**src/rtl/jk_reg_counter.sv**
```systemverilog
// jk_reg_counter: a bank of WIDTH JK cells that can also act as a
// synchronous up/down counter or a parallel-load register. Clear beats
// preset, preset beats the enabled mode operation. tc flags the terminal
// count for the selected direction; wrap pulses for one cycle after the
// count rolls over.
module jk_reg_counter #(
    parameter int WIDTH = 4
) (
    input  logic             clk,
    input  logic             clr,
    input  logic             pr,
    input  logic             en,
    input  logic [1:0]       mode,
    input  logic [WIDTH-1:0] j,
    input  logic [WIDTH-1:0] k,
    output logic [WIDTH-1:0] q,
    output logic [WIDTH-1:0] qn,
    output logic             tc,
    output logic             wrap
);

    localparam logic [1:0] MODE_JK   = 2'b00;
    localparam logic [1:0] MODE_UP   = 2'b01;
    localparam logic [1:0] MODE_DOWN = 2'b10;
    localparam logic [1:0] MODE_LOAD = 2'b11;

    logic [WIDTH-1:0] q_q;
    logic [WIDTH-1:0] q_d;
    logic             wrap_q;
    logic             wrap_d;
    logic [WIDTH-1:0] up_toggle;
    logic [WIDTH-1:0] down_toggle;

    // Toggle chains: a cell flips when every lower cell is 1 (up) or 0 (down)
    always_comb begin
        up_toggle      = '0;
        down_toggle    = '0;
        up_toggle[0]   = 1'b1;
        down_toggle[0] = 1'b1;
        for (int i = 1; i < WIDTH; i++) begin
            up_toggle[i]   = up_toggle[i-1] & q_q[i-1];
            down_toggle[i] = down_toggle[i-1] & ~q_q[i-1];
        end
    end

    // Terminal count depends only on the held state and the direction, never on en
    always_comb begin
        tc = 1'b0;
        if (mode == MODE_UP) begin
            tc = &q_q;
        end else if (mode == MODE_DOWN) begin
            tc = ~|q_q;
        end
    end

    // Next state: preset first, then the enabled mode; wrap only on an enabled roll-over
    always_comb begin
        q_d    = q_q;
        wrap_d = 1'b0;
        if (pr) begin
            q_d = '1;
        end else if (en) begin
            case (mode)
                MODE_JK:   q_d = (j & ~q_q) | (~k & q_q);
                MODE_UP:   q_d = q_q ^ up_toggle;
                MODE_DOWN: q_d = q_q ^ down_toggle;
                MODE_LOAD: q_d = j;
                default:   q_d = q_q;
            endcase
            wrap_d = tc;
        end
    end

    // State register with synchronous clear taking priority over everything
    always_ff @(posedge clk) begin
        if (clr) begin
            q_q    <= '0;
            wrap_q <= 1'b0;
        end else begin
            q_q    <= q_d;
            wrap_q <= wrap_d;
        end
    end

    assign q    = q_q;
    assign qn   = ~q_q;
    assign wrap = wrap_q;

endmodule

```
**config.mk**
```make
export PLATFORM = sky130hd
export DESIGN_NAME = jk_reg_counter
export DESIGN_NICKNAME = d
export VERILOG_FILES = /design/src/rtl/jk_reg_counter.sv
export SDC_FILE = /design/constraint.sdc
export NUM_CORES = 1
export LEC_CHECK = 0
export BUFFER_PORTS_ARGS = -buffer_cell sky130_fd_sc_hd__buf_2
export CORE_AREA = 2 2 39 41
export CTS_BUF_LIST = sky130_fd_sc_hd__clkbuf_8
export DETAILED_ROUTE_END_ITERATION = 16
export DIE_AREA = 0 0 41 43
export HOLD_SLACK_MARGIN = 0.1
export MAX_ROUTING_LAYER = met4
export PLACE_DENSITY = 0.74
export SYNTH_ARGS = -nofsm -noshare
export SYNTH_HDL_FRONTEND = slang
export SYNTH_SLANG_ARGS = --single-unit
export TNS_END_PERCENT = 1
```
**constraint.sdc**
```tcl
create_clock -name clk -period 1.2 [get_ports clk]
set_input_delay 0.06 -clock clk [delete_from_list [all_inputs] [get_ports clk]]
set_output_delay 0.06 -clock clk [all_outputs]
set_load 0.02 [all_outputs]
```
==> out/metrics.yaml, run 1 <==
cts_inserted_buffers: 3
post-layout-total-power_uw: 767.6
final_core_utilization_pct: 55.43
dr_total_vias: 581
fin_crit_sh_pct: 110.1
switching_power_uw: 242.1
worst-r2r-setup-slack_ns: -0.12
power_frac_seq_pct: 26.8
critical-path-slowest-cell: "dfxtp_4"
slew_headroom_pct: 82.37
min_period_ns: 1.322
nNetsFinal: 117
p_comb_share_pct: 34.1
layout_commonest_cell: "buf_2"
maxSlewViolCount: 0
ys_ff_latch: 5
overflow: 0
initial_antenna_violation_count: 0
p_clk_share_pct: 39.1
dieArea_sq_um: 1763
fin_cells: 114
violations: "negative setup slack"
area_growth_pct: 53.25
placed_cells_incl_taps: 109
path_cells: "nor4b_4, nor3_1, nand3b_1, a2111oi_2"
final_antenna_net_count: 0
worstSetupEndpointType: "flip-flop"
cts_num_sinks: 5
crit-reg2reg-capture: "q[3]"
timing.final.hold_violations: 0
drtIter0Drc: 5
worst_skew_pair.late_latency_ns: 0.22
floorplan.core_area_sq_um: 1384
postSynthCellCount: 65
crit_fanout: 6
global_route.usage.total_pct: 18.62
ys_types: 26
num_rows: 14
critical_path.startpoint_type: "flip-flop"
finalWeightedCongestion: 0.7677
synth.net_count: 83
dp.final_hpwl_mm: 1.063
cp-startpoint: "q[0]"
worst_hold_path_type: "in2reg"
port-buffer-count: 23
clockBufferDepth: 2
die_h_um: 43
drive_gt1_share_pct: 48.98
required_ns: 1.31
most_frequent_cells_in_the_layout: "buf_2, buf_4, nor2_1, inv_1, nor3_1"
grt_first_pass_wirelength_mm: 2.139
run_status: "finished with violations"
ios: 24
cellLeakagePower_uw: 0.0003626
cpPeakStageDelay_ns: 0.36
n_antenna_cell: 0
avgSynthCellArea_sq_um: 7.700
max_capacitance_violation_count: 0
cts_max_level: 1
crit-reg2reg-launch: "q[0]"
cts_tree: "built"
vias_per_cell: 5.096
die_width_um: 41
drtPass1Iterations: 4
setup_violations: 4
initial_core_util_pct: 36.17
timing.hold.worst_path_depth: 4
cp_data_arrival_time_ns: 1.43
first_global_vias: 533
wire_per_inst_um: 11.76
drt_drc_violations_left: 0
max_clock_freq_ghz: 0.7567
grt_max_degree: 8
power_switching_share_pct: 31.54
design_area_sq_um: 767.0
max_slew.worst_pin.slew_ns: 0.2620
vdd.ir_drop.worst_uv: 505.1
clk_pin_slew_ns: 0.03
timing.critical_path.to: "q[3]"
placed_cell_area_sq_um: 691.9
setup_repair_after_global_routing_missed_its_margin: "true"
total_internal_power_uw: 525.5
syn_area_sq_um: 500.5
setup_slack_ns: -0.1215
synth-warning-count: 0
final.setup_skew_ns: 0.0003313
timing.setup.critical_path_class: "reg2reg"
power_per_cell_area_nw_per_um2: 1001
cts_setup_buffers: 0
worst_r2r_path_depth: 4
cts_root_buffer: "clkbuf_8"
routed_wirelength_mm: 1.341
synth_sequential_area_ratio_pct: 20.00
Yosys cell counts:
cell | n | share of area, %
buf_2 | 1 | 1.0
nand3_1 | 2 | 2.0
and4b_2 | 1 | 2.2
nand2b_1 | 1 | 1.3
o21ai_0 | 3 | 3.0
and3b_2 | 1 | 2.0
mux2i_1 | 1 | 2.0
buf_6 | 1 | 2.2
nand3b_1 | 3 | 4.5
nor4_1 | 1 | 1.3
dfxtp_1 | 5 | 20
xnor2_1 | 2 | 3.5
nor4b_4 | 1 | 4.7
a211oi_1 | 1 | 1.5
nand2_1 | 3 | 2.2
clkbuf_2 | 1 | 1.0
a2111oi_2 | 2 | 6.0
nor3_1 | 8 | 8.0
or3_2 | 1 | 1.5
or2_2 | 1 | 1.3
ha_1 | 4 | 10
inv_1 | 6 | 4.5
a21oi_1 | 5 | 5.0
a221oi_1 | 1 | 1.8
nor2_1 | 8 | 6.0
nor3b_1 | 1 | 1.5
through the flow:
stage          setup slack (ns)  TNS [ns]  hold WS [ns]
2_1_floorplan           -0.1611   -0.3100        0.1214
3_3_place_gp            -0.1699   -0.4309        0.3090
3_5_place_dp            -0.2033   -0.5846        0.3034
4_1_cts                 -0.1197   -0.3290        0.1497
5_1_grt                 -0.2092   -0.6776        0.1656
6_report                -0.1215   -0.3375        0.1518
what timing repair did:
action,4_1_cts,5_1_grt
hold buffers,1,0
gates resized for setup,4,1
hold endpoints to repair,3,0
endpoints found under the setup margin,4,5
pin swaps,3,0
worst min-delay path by stage:
stage,startpoint,endpoint,slack (ns)
after global routing,k[1],q[1],0.17
after floorplan,clr,q[2],0.12
after CTS,k[1],q[1],0.15
after global placement,clr,q[2],0.31
after detailed placement,clr,q[2],0.30
final,k[1],q[1],0.15
cell families after synthesis:
group	share of synthesized area, %
compound gates	17.25
xor+xnor	3.501
fa+ha+maj	10.00
buf+inv	8.748
flops	20.00
mux	2.000
simple gates	38.50
critical path, delay by kind of cell, from the launching register on:
| family | cells | cell delay [ns] |
|---|---|---|
| AND/OR/NAND/NOR | 3 | 0.56 |
| AO/OA/AOI/OAI | 1 | 0.30 |
| flip-flops | 1 | 0.36 |
power groups by stage:
| stage | Combinational, uW | Sequential [uW] | Clock, uW |
|---|---|---|---|
| global placement | 246 | 207 | 0 |
| global route | 288 | 208 | 319 |
| CTS | 261 | 205 | 308 |
| floorplan | 155 | 212 | 0 |
| finish | 261 | 206 | 300 |
| detailed placement | 250 | 208 | 0 |
per-layer routing:
metal | vias up | global-route usage [%] | share of wire [%]
met2 | 25 | 27.81 | 47
li1 | 298 | - | -
met3 | 6 | 3.665 | 8.1
met5 | - | - | 0
met1 | 252 | 20.58 | 41
met4 | 0 | 14.00 | 3.6
state kept, by name, summed over array words and instances, names as in the netlist:
register	count
q	4
wrap	1
final cells by class:
| class | instances | area [sq um] |
|---|---|---|
| fill | 134 | 616.8 |
| inverter | 6 | 22.52 |
| timing repair buffer | 32 | 187.7 |
| tap | 16 | 20.02 |
| clock inverter | 1 | 3.754 |
| clock buffer | 3 | 41.29 |
| sequential | 5 | 108.9 |
| multi-input combinational | 51 | 382.9 |
No activity file was read; power rests on OpenSTA's default activity.
==> run 2, diff against run 1 <==
--- a/config.mk
+++ b/config.mk
@@ -12,7 +12,7 @@
 export DIE_AREA = 0 0 41 43
 export HOLD_SLACK_MARGIN = 0.1
 export MAX_ROUTING_LAYER = met4
-export PLACE_DENSITY = 0.74
+export PLACE_DENSITY = 0.71
 export SYNTH_ARGS = -nofsm -noshare
 export SYNTH_HDL_FRONTEND = slang
 export SYNTH_SLANG_ARGS = --single-unit
==> constraint.sdc (replaced) <==
create_clock -name clk -period 1.7 [get_ports clk]
set_input_delay 0.085 -clock clk [delete_from_list [all_inputs] [get_ports clk]]
set_output_delay 0.085 -clock clk [all_outputs]
set_load 0.02 [all_outputs]
==> run 2 against run 1 <==
The flow now finishes without violations. Register-to-register slack improved by 0.37 ns. Maximum frequency fell by 8.8%. Non-clock buffer count fell by 7. Count of clock-buffer cells in the layout did not move. Worst setup slack improved by 0.37 ns. Sequential share of layout area rose by 0.59 points. Die area did not move. Via count fell by 7.1%. Total power fell by 32%. Flip-flop and latch count did not move. Utilization fell by 6.5 points. Wire length fell by 12%. Critical endpoint unchanged. Largest cell class unchanged. Highest routed layer unchanged.
==> out/metrics.yaml, run 2 (synthesized netlist as in run 1, its figures left out) <==
overflow: 0
cts_root_buffer: "clkbuf_8"
max_capacitance_violation_count: 0
drtPass1Iterations: 4
die_width_um: 41
critical_path.startpoint_type: "flip-flop"
finalWeightedCongestion: 0.7984
die_h_um: 43
crit_fanout: 10
setup_violations: 0
final.setup.tns_ns: 0
vias_per_cell: 5.047
num_rows: 14
dieArea_sq_um: 1763
worst_r2r_path_depth: 4
cts_setup_buffers: 0
worst-r2r-setup-slack_ns: 0.25
buffers_inverters_on_critical_path: 0
dr_total_vias: 540
critical-path-slowest-cell: "dfxtp_1"
cp-startpoint: "q[0]"
cts_inserted_buffers: 3
n_antenna_cell: 0
global_route.usage.total_pct: 16.56
wire_per_inst_um: 11.07
largest_register_ffs: 4
worstSetupEndpointType: "flip-flop"
power_per_cell_area_nw_per_um2: 767.7
nFillCells: 141
initial_core_util_pct: 36.17
cts_max_level: 1
port-buffer-count: 23
area_growth_pct: 35.25
timing.setup.critical_path_class: "reg2reg"
fin_crit_sh_pct: 85.20
floorplan.core_area_sq_um: 1384
post-layout-total-power_uw: 519.7
dominant_delay_contributor_by_cell_family_on_the_critical_path: "flip-flops"
dp.final_hpwl_um: 931.8
placed_cells_incl_taps: 102
final_antenna_net_count: 0
timing.final.hold_violations: 0
first_global_vias: 444
path_cells: "and4b_2, nor3_1, nand3b_1, a2111oi_2"
initial_antenna_violation_count: 0
timing.critical_path.to: "q[3]"
cp.depth: 4
design_area_sq_um: 676.9
setup_slack_ns: 0.2515
slew_headroom_pct: 74.75
most_frequent_cells_in_the_layout: "buf_2, nor3_1, nor2_1, inv_1"
grt_max_degree: 11
multi_input_area_sq_um: 356.6
cts_resized: 0
setup_repair_after_global_routing_missed_its_margin: "false"
grt_first_pass_wirelength_mm: 1.897
drt_drc_violations_left: 0
crit-reg2reg-capture: "q[3]"
ios: 24
cts_num_sinks: 5
max_slew.worst_pin.slew_ns: 0.3782
cp_data_arrival_time_ns: 1.57
fin_cells: 107
sequential_cell_area_sq_um: 100.1
worst_skew_pair.late_latency_ns: 0.23
crit-reg2reg-launch: "q[0]"
dp_worst_setup_slack_ns: 0.1918
max_clock_freq_ghz: 0.6904
vdd.ir_drop.worst_uv: 393.7
cpPeakStageDelay_ns: 0.54
nNetsFinal: 110
min_period_ns: 1.448
run_status: "completed"
cts_tree: "built"
routed_wirelength_mm: 1.184
clk_pin_slew_ns: 0.04
worst_hold_path_type: "in2reg"
clockBufferDepth: 2
drtIter0Drc: 2
required_ns: 1.82
drive_gt1_share_pct: 37.36
final.setup_skew_ns: 0.007192
cellLeakagePower_uw: 0.0003193
layout_commonest_cell: "buf_2"
ctsHoldBuffers: 1
placed_cell_area_sq_um: 621.8
maxSlewViolCount: 0
==> run 2: changes by cell type in the layout (fill, tap and decap cells not counted), sizes merged <==
cell and change:
buf -7
==> run 2: area by class of cell <==
cell class	instances	share of cell area, %
multi-input cells	51	52.68
well taps	16	2.957
repair buffers	25	19.59
clock buffers	3	6.100
inverters	6	3.327
flip-flops and latches	5	14.79
clock inverters	1	0.5545
==> run 2: how the worst min path moves through the flow <==
stage | from | to | slack [ns] | depth (start not counted)
6_report | k[1] | q[1] | 0.20 | 4
5_1_grt | k[2] | q[2] | 0.23 | 4
4_1_cts | k[1] | q[1] | 0.20 | 4
3_5_place_dp | clr | q[2] | 0.34 | 2
3_3_place_gp | clr | q[3] | 0.34 | 2
2_1_floorplan | clr | q[2] | 0.15 | 1
==> run 2: tightest hold or removal path: stages <==
cell     delay [ns]
buf_2          0.07
a21oi_1        0.05
nor2_1         0.09
nor4_1         0.06
==> run 2: where the power goes <==
part	switching [uW]	leakage (uW)	total (uW)	internal (uW)
logic	82.1	0.000251	151	68.8
clock network	64.1	0.0000269	219	155
registers	22.0	0.0000417	149	127
==> run 2: stage by stage <==
step                hold slack [ns]  util, %
floorplan                    0.1539        -
detailed placement           0.3387    44.94
global placement             0.3400    44.94
finish                       0.1977    48.92
global route                 0.2295    48.92
CTS                          0.1970    48.92
==> run 2: layer usage <==
| layer | track usage, % | up-vias | part of all wire, % |
|---|---|---|---|
| met4 | 8.000 | 0 | 1.7 |
| met5 | - | - | 0 |
| met1 | 21.22 | 233 | 43 |
| li1 | - | 283 | - |
| met3 | 6.283 | 5 | 7.0 |
| met2 | 22.19 | 19 | 48 |
